`src/rtl/jtgng_video_pkg.sv`:
```
// rtl/jtgng_video_pkg.sv - shared video timing constants, count widths and decode helpers
package jtgng_video_pkg;

  // Counter widths shared by the timing block and the scan doubler
  localparam int H_W = 9;
  localparam int V_W = 9;

  // Default horizontal timing, in 6 MHz pixels
  localparam int HTOTAL_DEF   = 384;
  localparam int HB_START_DEF = 256;
  localparam int HS_START_DEF = 296;
  localparam int HS_END_DEF   = 328;

  // Default vertical timing, in lines
  localparam int VTOTAL_DEF   = 262;
  localparam int VB_END_DEF   = 16;
  localparam int VB_START_DEF = 240;
  localparam int VS_START_DEF = 248;
  localparam int VS_END_DEF   = 252;

  // Blanking and sync flags; blanking is high while active, syncs are low in the pulse
  typedef struct packed {
    logic lhbl;
    logic lvbl;
    logic hs;
    logic vs;
  } vid_ctl_t;

  // Reset value: everything blanked, both syncs idle high
  localparam vid_ctl_t CTL_RST = '{lhbl: 1'b0, lvbl: 1'b0, hs: 1'b1, vs: 1'b1};

  // True when lo <= cnt < hi
  function automatic logic in_range(input int cnt, input int lo, input int hi);
    return (cnt >= lo) && (cnt < hi);
  endfunction

endpackage

```
`src/rtl/jtgng_vidcnt.sv`:
```
// rtl/jtgng_vidcnt.sv - wrap counter with enable, next-value look-ahead and end-of-count flag
module jtgng_vidcnt #(
  parameter int W     = 9,
  parameter int TOTAL = 384
) (
  input  logic         clk,
  input  logic         rst,
  input  logic         en_i,
  output logic [W-1:0] cnt_o,
  output logic [W-1:0] next_o,
  output logic         end_o
);

  localparam logic [W-1:0] LAST = W'(TOTAL - 1);

  logic [W-1:0] cnt_q;
  logic [W-1:0] cnt_d;

  assign end_o  = (cnt_q == LAST);
  assign cnt_o  = cnt_q;
  // The look-ahead lets the parent register decodes that line up with the count
  assign next_o = cnt_d;

  // Next count: step when enabled, wrapping to zero after the last value
  always_comb begin
    cnt_d = cnt_q;
    if (en_i) begin
      cnt_d = end_o ? '0 : cnt_q + W'(1);
    end
  end

  // Count register
  always_ff @(posedge clk) begin
    if (rst) begin
      cnt_q <= '0;
    end else begin
      cnt_q <= cnt_d;
    end
  end

endmodule

```
`src/rtl/jtgng_vidtiming.sv`:
```
// rtl/jtgng_vidtiming.sv - H/V scan counters, blanking, sync, colour blanking and frame pulse
module jtgng_vidtiming
  import jtgng_video_pkg::*;
#(
  parameter int HTOTAL   = HTOTAL_DEF,
  parameter int HB_START = HB_START_DEF,
  parameter int HS_START = HS_START_DEF,
  parameter int HS_END   = HS_END_DEF,
  parameter int VTOTAL   = VTOTAL_DEF,
  parameter int VB_END   = VB_END_DEF,
  parameter int VB_START = VB_START_DEF,
  parameter int VS_START = VS_START_DEF,
  parameter int VS_END   = VS_END_DEF
) (
  input  logic           clk,
  input  logic           rst,
  input  logic           cen6,
  input  logic [3:0]     red_in,
  input  logic [3:0]     green_in,
  input  logic [3:0]     blue_in,
  output logic [H_W-1:0] H,
  output logic [V_W-1:0] V,
  output logic           LHBL,
  output logic           LVBL,
  output logic           HS,
  output logic           VS,
  output logic [3:0]     red,
  output logic [3:0]     green,
  output logic [3:0]     blue,
  output logic           frame_start
);

  logic           h_end;
  logic           v_end;
  logic [H_W-1:0] h_next;
  logic [V_W-1:0] v_next;

  vid_ctl_t       ctl_q;
  vid_ctl_t       ctl_d;
  logic [3:0]     red_q;
  logic [3:0]     red_d;
  logic [3:0]     green_q;
  logic [3:0]     green_d;
  logic [3:0]     blue_q;
  logic [3:0]     blue_d;
  logic           fs_q;
  logic           fs_d;
  logic           active;

  jtgng_vidcnt #(
    .W     (H_W),
    .TOTAL (HTOTAL)
  ) u_hcnt (
    .clk    (clk),
    .rst    (rst),
    .en_i   (cen6),
    .cnt_o  (H),
    .next_o (h_next),
    .end_o  (h_end)
  );

  // V steps only on the pixel where H wraps
  jtgng_vidcnt #(
    .W     (V_W),
    .TOTAL (VTOTAL)
  ) u_vcnt (
    .clk    (clk),
    .rst    (rst),
    .en_i   (cen6 & h_end),
    .cnt_o  (V),
    .next_o (v_next),
    .end_o  (v_end)
  );

  // Decode the next H/V so registered flags and colour stay aligned with the counters
  always_comb begin
    ctl_d   = ctl_q;
    red_d   = red_q;
    green_d = green_q;
    blue_d  = blue_q;
    fs_d    = 1'b0;
    active  = ctl_q.lhbl & ctl_q.lvbl;
    if (cen6) begin
      ctl_d.lhbl = in_range(int'(h_next), 0, HB_START);
      ctl_d.lvbl = in_range(int'(v_next), VB_END, VB_START);
      ctl_d.hs   = ~in_range(int'(h_next), HS_START, HS_END);
      // v_next only moves on an H wrap, so VS can only toggle there
      ctl_d.vs   = ~in_range(int'(v_next), VS_START, VS_END);
      active     = ctl_d.lhbl & ctl_d.lvbl;
      red_d      = active ? red_in   : 4'd0;
      green_d    = active ? green_in : 4'd0;
      blue_d     = active ? blue_in  : 4'd0;
      fs_d       = h_end & v_end;
    end
  end

  // Output registers; frame_start clears on the very next clk
  always_ff @(posedge clk) begin
    if (rst) begin
      ctl_q   <= CTL_RST;
      red_q   <= 4'd0;
      green_q <= 4'd0;
      blue_q  <= 4'd0;
      fs_q    <= 1'b0;
    end else begin
      ctl_q   <= ctl_d;
      red_q   <= red_d;
      green_q <= green_d;
      blue_q  <= blue_d;
      fs_q    <= fs_d;
    end
  end

  assign LHBL        = ctl_q.lhbl;
  assign LVBL        = ctl_q.lvbl;
  assign HS          = ctl_q.hs;
  assign VS          = ctl_q.vs;
  assign red         = red_q;
  assign green       = green_q;
  assign blue        = blue_q;
  assign frame_start = fs_q;

endmodule
```
`config.mk`:
```
export PLATFORM = sky130hd
export DESIGN_NAME = jtgng_vidtiming
export DESIGN_NICKNAME = d
export VERILOG_FILES = /design/src/rtl/jtgng_video_pkg.sv /design/src/rtl/jtgng_vidcnt.sv /design/src/rtl/jtgng_vidtiming.sv
export SDC_FILE = /design/constraint.sdc
export NUM_CORES = 1
export LEC_CHECK = 0
export CORE_ASPECT_RATIO = 0.8
export CORE_MARGIN = 2
export CORE_UTILIZATION = 44
export CTS_CLUSTER_DIAMETER = 40
export DETAILED_ROUTE_END_ITERATION = 8
export PLACE_DENSITY = 0.81
export REMOVE_ABC_BUFFERS = 1
export SYNTH_ARGS = -nofsm -noshare
export SYNTH_HDL_FRONTEND = slang
export SYNTH_SLANG_ARGS = --single-unit
```
`constraint.sdc`:
```
create_clock -name clk -period 2.41 [get_ports clk]
set_input_delay 0.241 -clock clk [delete_from_list [all_inputs] [get_ports clk]]
set_output_delay 0.241 -clock clk [all_outputs]
set_load 0.03 [all_outputs]
```
==> results of run 1 <==
-- cell usage in the layout (no fill, tap or decap), types with 3 or more instances in the layout --
cell type / instances
o31ai_2: 9
o31ai_1: 3
nor3b_1: 4
nor4_1: 3
nor3_1: 5
nand3_1: 18
nor2_1: 22
xor2_1: 8
o21ai_0: 4
a21oi_1: 10
nand2b_1: 4
buf_4: 19
ha_1: 3
clkdlybuf4s50_1: 49
nand3b_1: 3
nand2_1: 20
nand4_1: 3
dfxtp_1: 34
clkbuf_8: 6
xnor2_1: 4
-- registers in the layout (all words and copies together), names as in the netlist --
signal	cells
u_vcnt.cnt_o	9
HS	1
red	4
u_hcnt.cnt_o	9
VS	1
LHBL	1
blue	4
green	4
LVBL	1
frame_start	1
-- cell type report --
class / count / share of cell area
Multi-Input combinational cell: 159 / 0.4207
Tap cell: 57 / 0.02722
Inverter: 1 / 0.001433
Clock buffer: 6 / 0.03152
Timing Repair Buffer: 69 / 0.2493
Sequential cell: 35 / 0.2679
Clock inverter: 1 / 0.001910
-- per-layer routing --
metal	routed length, um	global-route usage	share of wire	up-vias
li1	-	-	-	873
met2	2121	0.3168	0.46	39
met4	57	0.07237	0.012	0
met3	144	0.04011	0.031	8
met1	2273	0.2547	0.49	802
met5	0	0	0	-
-- worst max-delay path, stage by stage (launching register included) --
cell	delay, ps
dfxtp_1	390
ha_1	210
nand3_2	160
or3_1	480
nor3_4	200
a21oi_2	80
mux2_4	420
o31ai_2	260
-- power breakdown --
part           internal, mW  switching, mW
sequential            0.582        0.00365
combinational        0.0376         0.0359
clock                 0.224          0.204
total                 0.844          0.244
-- per-stage QoR --
step	hold slack [ps]	setup slack (ps)
6_report	458.6	139.3
5_1_grt	487.9	11.47
4_1_cts	461.9	127.4
3_5_place_dp	448.0	4.010
3_3_place_gp	445.7	81.60
2_1_floorplan	310.1	-84.94
-- worst min-delay path by stage --
stage,start,to,slack (ps),depth (start not counted)
6_report,red[3]$_SDFFE_PP0P_,red[3]$_SDFFE_PP0P_,460,2
5_1_grt,blue[0]$_SDFFE_PP0P_,blue[0]$_SDFFE_PP0P_,490,2
2_1_floorplan,rst,u_hcnt.cnt_o[0]$_SDFF_PP0_,310,1
4_1_cts,red[3]$_SDFFE_PP0P_,red[3]$_SDFFE_PP0P_,460,2
3_5_place_dp,green[0]$_SDFFE_PP0P_,green[0]$_SDFFE_PP0P_,450,2
3_3_place_gp,red[3]$_SDFFE_PP0P_,red[3]$_SDFFE_PP0P_,450,2
-- kinds of logic after synthesis --
logic type | after synthesis
compound gates | 39
xor+xnor | 12
fa+ha+maj | 3
buf+inv | 16
flops | 35
mux | 3
simple gates | 102
==> flow_metrics.py, run 1 <==
metrics = {
    "synthesis": {
        "ys.flop_type": "dfxtp_1",
        "yosys.cell_count.top_type": "dfxtp_1",
        "syn_area_per_cell_sq_um": 9.265,
        "synth_xor_area_frac": 0.05402,
        "synth-adder-area-share": 0.01929,
        "synth.distinct_cells": 54,
        "synthSimpleGateAreaFrac": 0.3055,
        "synth_top_family_by_area": "simple AND/OR/NAND/NOR gates",
        "yosysSeqAreaShare": 0.3601,
        "synth_compound_area_frac": 0.1691,
        "synthTopCellsByCount": "dfxtp_1, nor2_1, nand2_1",
        "ys_ff_latch": 35,
        "async_flop_share": 0,
        "syn-cell-area_sq_um": 1946,
        "synth.largest_area_cell": "dfxtp_1",
        "synthCells": 210,
        "synth_edf_count": 0,
        "synthMuxAreaShare": 0.01865,
        "netlist.area_leader.share": 0.3601,
        "yosys_warnings": 0,
        "synth.area.top_cells": "dfxtp_1, o31ai_2, nand3_1, nor2_1, nand2_1",
    },
    "routing": {
        "viasPerCell": 5.250,
        "dr.pass1.iters": 4,
        "drt-initial-drc-count": 121,
        "vias": 1722,
        "drc": 0,
        "wl_mm": 4.596,
        "antenna_left": 0,
        "wl_per_cell_um": 14.01,
    },
    "placed_design": {
        "gp_congestion": 0.8639,
        "hpwlAfterDp_mm": 3.332,
        "io_buffer_count": 49,
        "numPlacedInstances": 321,
        "dpl_cell_area_sq_um": 2531,
    },
    "clock_tree": {
        "cts.sinks": 35,
        "cts_resized": 0,
        "htree_levels": 2,
        "cts-root-buf": "clkbuf_8",
        "postCtsSetupRepairBufs": 0,
        "clk_latency_ps": 290,
        "cts_tree": "done",
        "cts_buffers": 5,
        "clk_pin_slew_ps": 70,
        "cts_hold_buf": 0,
        "clockBufferDepth": 2,
    },
    "die": {
        "dieArea_sq_um": 4973,
        "die_x_um": 78.35,
        "rows": 21,
        "core_sq_um": 4204,
        "io_pins": 50,
        "start_util": 0.4628,
        "die_h_um": 63.48,
    },
    "timing": {
        "slew_headroom": 0.4761,
        "setup-violations-final": 0,
        "fin_crit_ps": 2271,
        "tns_ps": 0,
        "fin_crit_sh": 0.9422,
        "fmax_mhz": 440.4,
        "finalClockSkew_ps": 5.870,
        "maxSlewViolCount": 0,
        "grt_setup_unrepaired": "no",
        "tightest_slew_ps": 782.9,
        "finalHoldViolations": 0,
    },
    "global_routing": {
        "antenna_found_initial": 0,
        "grt_pass1_vias": 1641,
        "grt_first_pass_wirelength_mm": 7.624,
        "globalRouteOverflowTotal": 0,
        "grt_max_degree": 22,
        "gr-usage-all-layers": 0.1946,
    },
    "worst_setup_path": {
        "r2r_slack_ps": 140,
        "endpoint": "LVBL$_SDFFE_PP0P_",
        "path_class": "register to register",
        "worstPathMaxFanout": 13,
        "rr_startpoint": "u_hcnt.cnt_o[1]$_SDFF_PP0_",
        "end_kind": "register",
        "cp.required_ps": 2620,
        "critPathLaunch": "u_hcnt.cnt_o[1]$_SDFF_PP0_",
        "start_kind": "register",
        "crit_arrival_ps": 2480,
        "reg2reg_to": "LVBL$_SDFFE_PP0P_",
        "r2r_cells": 7,
    },
    "final_layout": {
        "area_growth_pct": 34.66,
        "diodes": 0,
        "regArea_sq_um": 701.9,
        "final_cells": 328,
        "final_nets": 289,
        "final_util": 0.6232,
        "multi_input_area_sq_um": 1102,
        "fillCellCount": 376,
        "layout-drive-gt1-share": 0.1956,
        "fin_area_sq_um": 2620,
    },
    "worst_hold_path": {
        "hold_path.class": "register to register",
    },
    "job": {
        "maxCapViolations": 0,
    },
    "power": {
        "power_density_nw_per_um2": 415.2,
        "p_leak_nw": 0.9337,
        "finalPower_mw": 1.088,
        "ir_drop_v": 0.0003088,
    },
    "outcome": {
        "outcome": "finished, final reports clean",
    },
}
(Power assumes the default switching activity.)
==> run 2, diff against run 1 <==
CORE_UTILIZATION = 41   (was 44)
PLACE_DENSITY = 0.79   (was 0.81)
SYNTH_HIERARCHICAL = 1   (was unset)
==> run 2 against run 1 <==
  * The flow now finishes with violations (setup timing)
  * Register-to-register slack lost 220 ps
  * Clock power grew 48%
  * Via count grew 3.9%
  * Sequential power grew 0.7%
  * Largest cell class unchanged
  * Design area grew 7.9%
  * Combinational power grew 62%
  * Sequential share of layout area shrank 1.9 points
  * Synthesized area shrank 17%
  * Non-clock buffer count grew 30
  * Core utilization grew 13 points
  * Clock-buffer cell count is the same
  * Largest power group is now the clock network
  * Die area shrank 10%
==> flow_metrics.py, run 2 <==
metrics = {
    "final_layout": {
        "fillCellCount": 255,
        "diodes": 0,
        "final_util": 0.7483,
        "final_nets": 288,
        "layout-drive-gt1-share": 0.3506,
        "area_growth_pct": 75.06,
        "layout_commonest_cell": "clkdlybuf4s50_1",
        "final_cell_mix": "clkdlybuf4s50_1, buf_4, dfxtp_1, a21oi_1",
    },
    "worst_hold_path": {
        "min_from": "LVBL$_SDFFE_PP0P_",
        "hold_path.class": "register to register",
    },
    "timing": {
        "fmax_mhz": 401.1,
        "setup-violations-final": 13,
        "whs_ps": 467.5,
        "maxSlewViolCount": 0,
        "fin_crit_ps": 2493,
        "tightest_slew_ps": 1156,
        "fin_crit_sh": 1.035,
        "slew_headroom": 0.2266,
        "final.setup.worst_slack_ps": -83.19,
        "finalClockSkew_ps": 5.462,
        "tns_ps": -919.3,
        "finalHoldViolations": 0,
        "grt_setup_unrepaired": "yes",
    },
    "worst_setup_path": {
        "rr_startpoint": "u_hcnt/cnt_o[1]$_SDFF_PP0_",
        "cp.required_ps": 2650,
        "critPathLaunch": "u_hcnt/cnt_o[1]$_SDFF_PP0_",
        "start_kind": "register",
        "path_class": "register to register",
        "worstPathMaxFanout": 6,
        "crit_arrival_ps": 2730,
        "end_kind": "register",
    },
    "die": {
        "die_h_um": 60.14,
        "core_sq_um": 3779,
        "dieArea_sq_um": 4461,
        "die_x_um": 74.18,
        "io_pins": 50,
        "start_util": 0.4275,
        "rows": 20,
    },
    "placed_design": {
        "gp_congestion": 0.8631,
        "hpwlAfterDp_mm": 3.429,
        "io_buffer_count": 49,
    },
    "outcome": {
        "violations": "setup timing",
        "outcome": "complete, but fails checks",
    },
    "power": {
        "combPwrFrac": 0.089,
        "swShare": 0.2106,
        "ir_drop_v": 0.0003975,
        "p_leak_nw": 1.145,
        "seq_power_share": 0.440,
        "internal_power_mw": 1.059,
        "power_density_nw_per_um2": 474.2,
        "p_clk_frac": 0.471,
        "p_switching_mw": 0.2824,
    },
    "routing": {
        "viasPerCell": 5.488,
        "drc": 0,
        "vias": 1789,
        "wl_per_cell_um": 16.21,
        "wl_mm": 5.286,
        "dr.pass1.iters": 4,
        "antenna_left": 0,
        "drt-initial-drc-count": 98,
    },
    "clock_tree": {
        "cts_tree": "done",
        "clockBufferDepth": 2,
        "clk_pin_slew_ps": 70,
        "htree_levels": 2,
        "cts_hold_buf": 0,
        "cts-root-buf": "clkbuf_8",
        "clk_latency_ps": 290,
        "cts.sinks": 35,
        "cts_buffers": 5,
    },
    "global_routing": {
        "antenna_found_initial": 0,
        "grt_max_degree": 26,
        "grt_first_pass_wirelength_mm": 8.038,
        "globalRouteOverflowTotal": 0,
        "gr-usage-all-layers": 0.2405,
        "grt_pass1_vias": 1658,
    },
    "synthesis": {
        "syn_area_per_cell_sq_um": 9.502,
        "yosys_warnings": 6,
        "syn-cell-area_sq_um": 1615,
        "synthCells": 170,
    },
    "job": {
        "maxCapViolations": 0,
    },
}
## run 2: area by class of cell
class	instances	area (sq um)	area share
tap	55	68.82	0.02434
multi-input combinational	126	1031	0.3646
inverter	3	11.26	0.003982
timing repair buffer	99	880.8	0.3115
clock buffer	6	72.57	0.02566
sequential	35	703.2	0.2487
clock inverter	2	60.06	0.02124
## run 2: path summary, 6_finish.rpt
check / cells past startpoint / end / slack [ps]
setup / recovery: 11 / red[2]$_SDFFE_PP0P_ / -80
hold / removal: 2 / LVBL$_SDFFE_PP0P_ / 470
setup reg to reg: 11 / red[2]$_SDFFE_PP0P_ / -80
hold reg to reg: 2 / LVBL$_SDFFE_PP0P_ / 470
## run 2: metal layers
metal | routed length (um) | track usage
met1 | 2277 | 0.3169
met4 | 130 | 0.08571
met5 | 0 | 0
met3 | 359 | 0.05734
met2 | 2518 | 0.3852
## run 2: metrics by stage
step / std cells / total power, mW / setup slack (ps) / area [sq um]
floorplan: 164 / 0.6428 / -720.5 / 1580
global placement: 310 / 0.7054 / -509.1 / 2455
detailed placement: 310 / 0.7069 / -674.7 / 2455
CTS: 323 / 1.342 / -86.75 / 2678
global route: 326 / 1.380 / -161.1 / 2828
finish: 326 / 1.341 / -83.19 / 2828
## run 2: power groups by stage
stage               clock network (mW)  logic, mW  registers [mW]
finish                           0.632      0.119           0.590
global placement                     0      0.105           0.601
detailed placement                   0      0.106           0.601
global route                     0.664      0.126           0.590
floorplan                            0     0.0262           0.617
CTS                              0.641      0.111           0.590
## run 2: repair_timing
item	in CTS	in global routing
pin swaps	6	20
setup endpoints to repair	13	13
gates cloned	1	0
setup buffers	5	3
gates resized for setup	16	24
## run 2: critical path, stage by stage (launching register included)
cell,delay (ps)
dfxtp_2,360
ha_4,140
nand4b_1,110
nor2_1,140
and2_4,200
nand4_1,130
o21ai_2,220
a22oi_2,110
or3b_4,410
nor4_4,300
buf_6,190
a22o_4,120
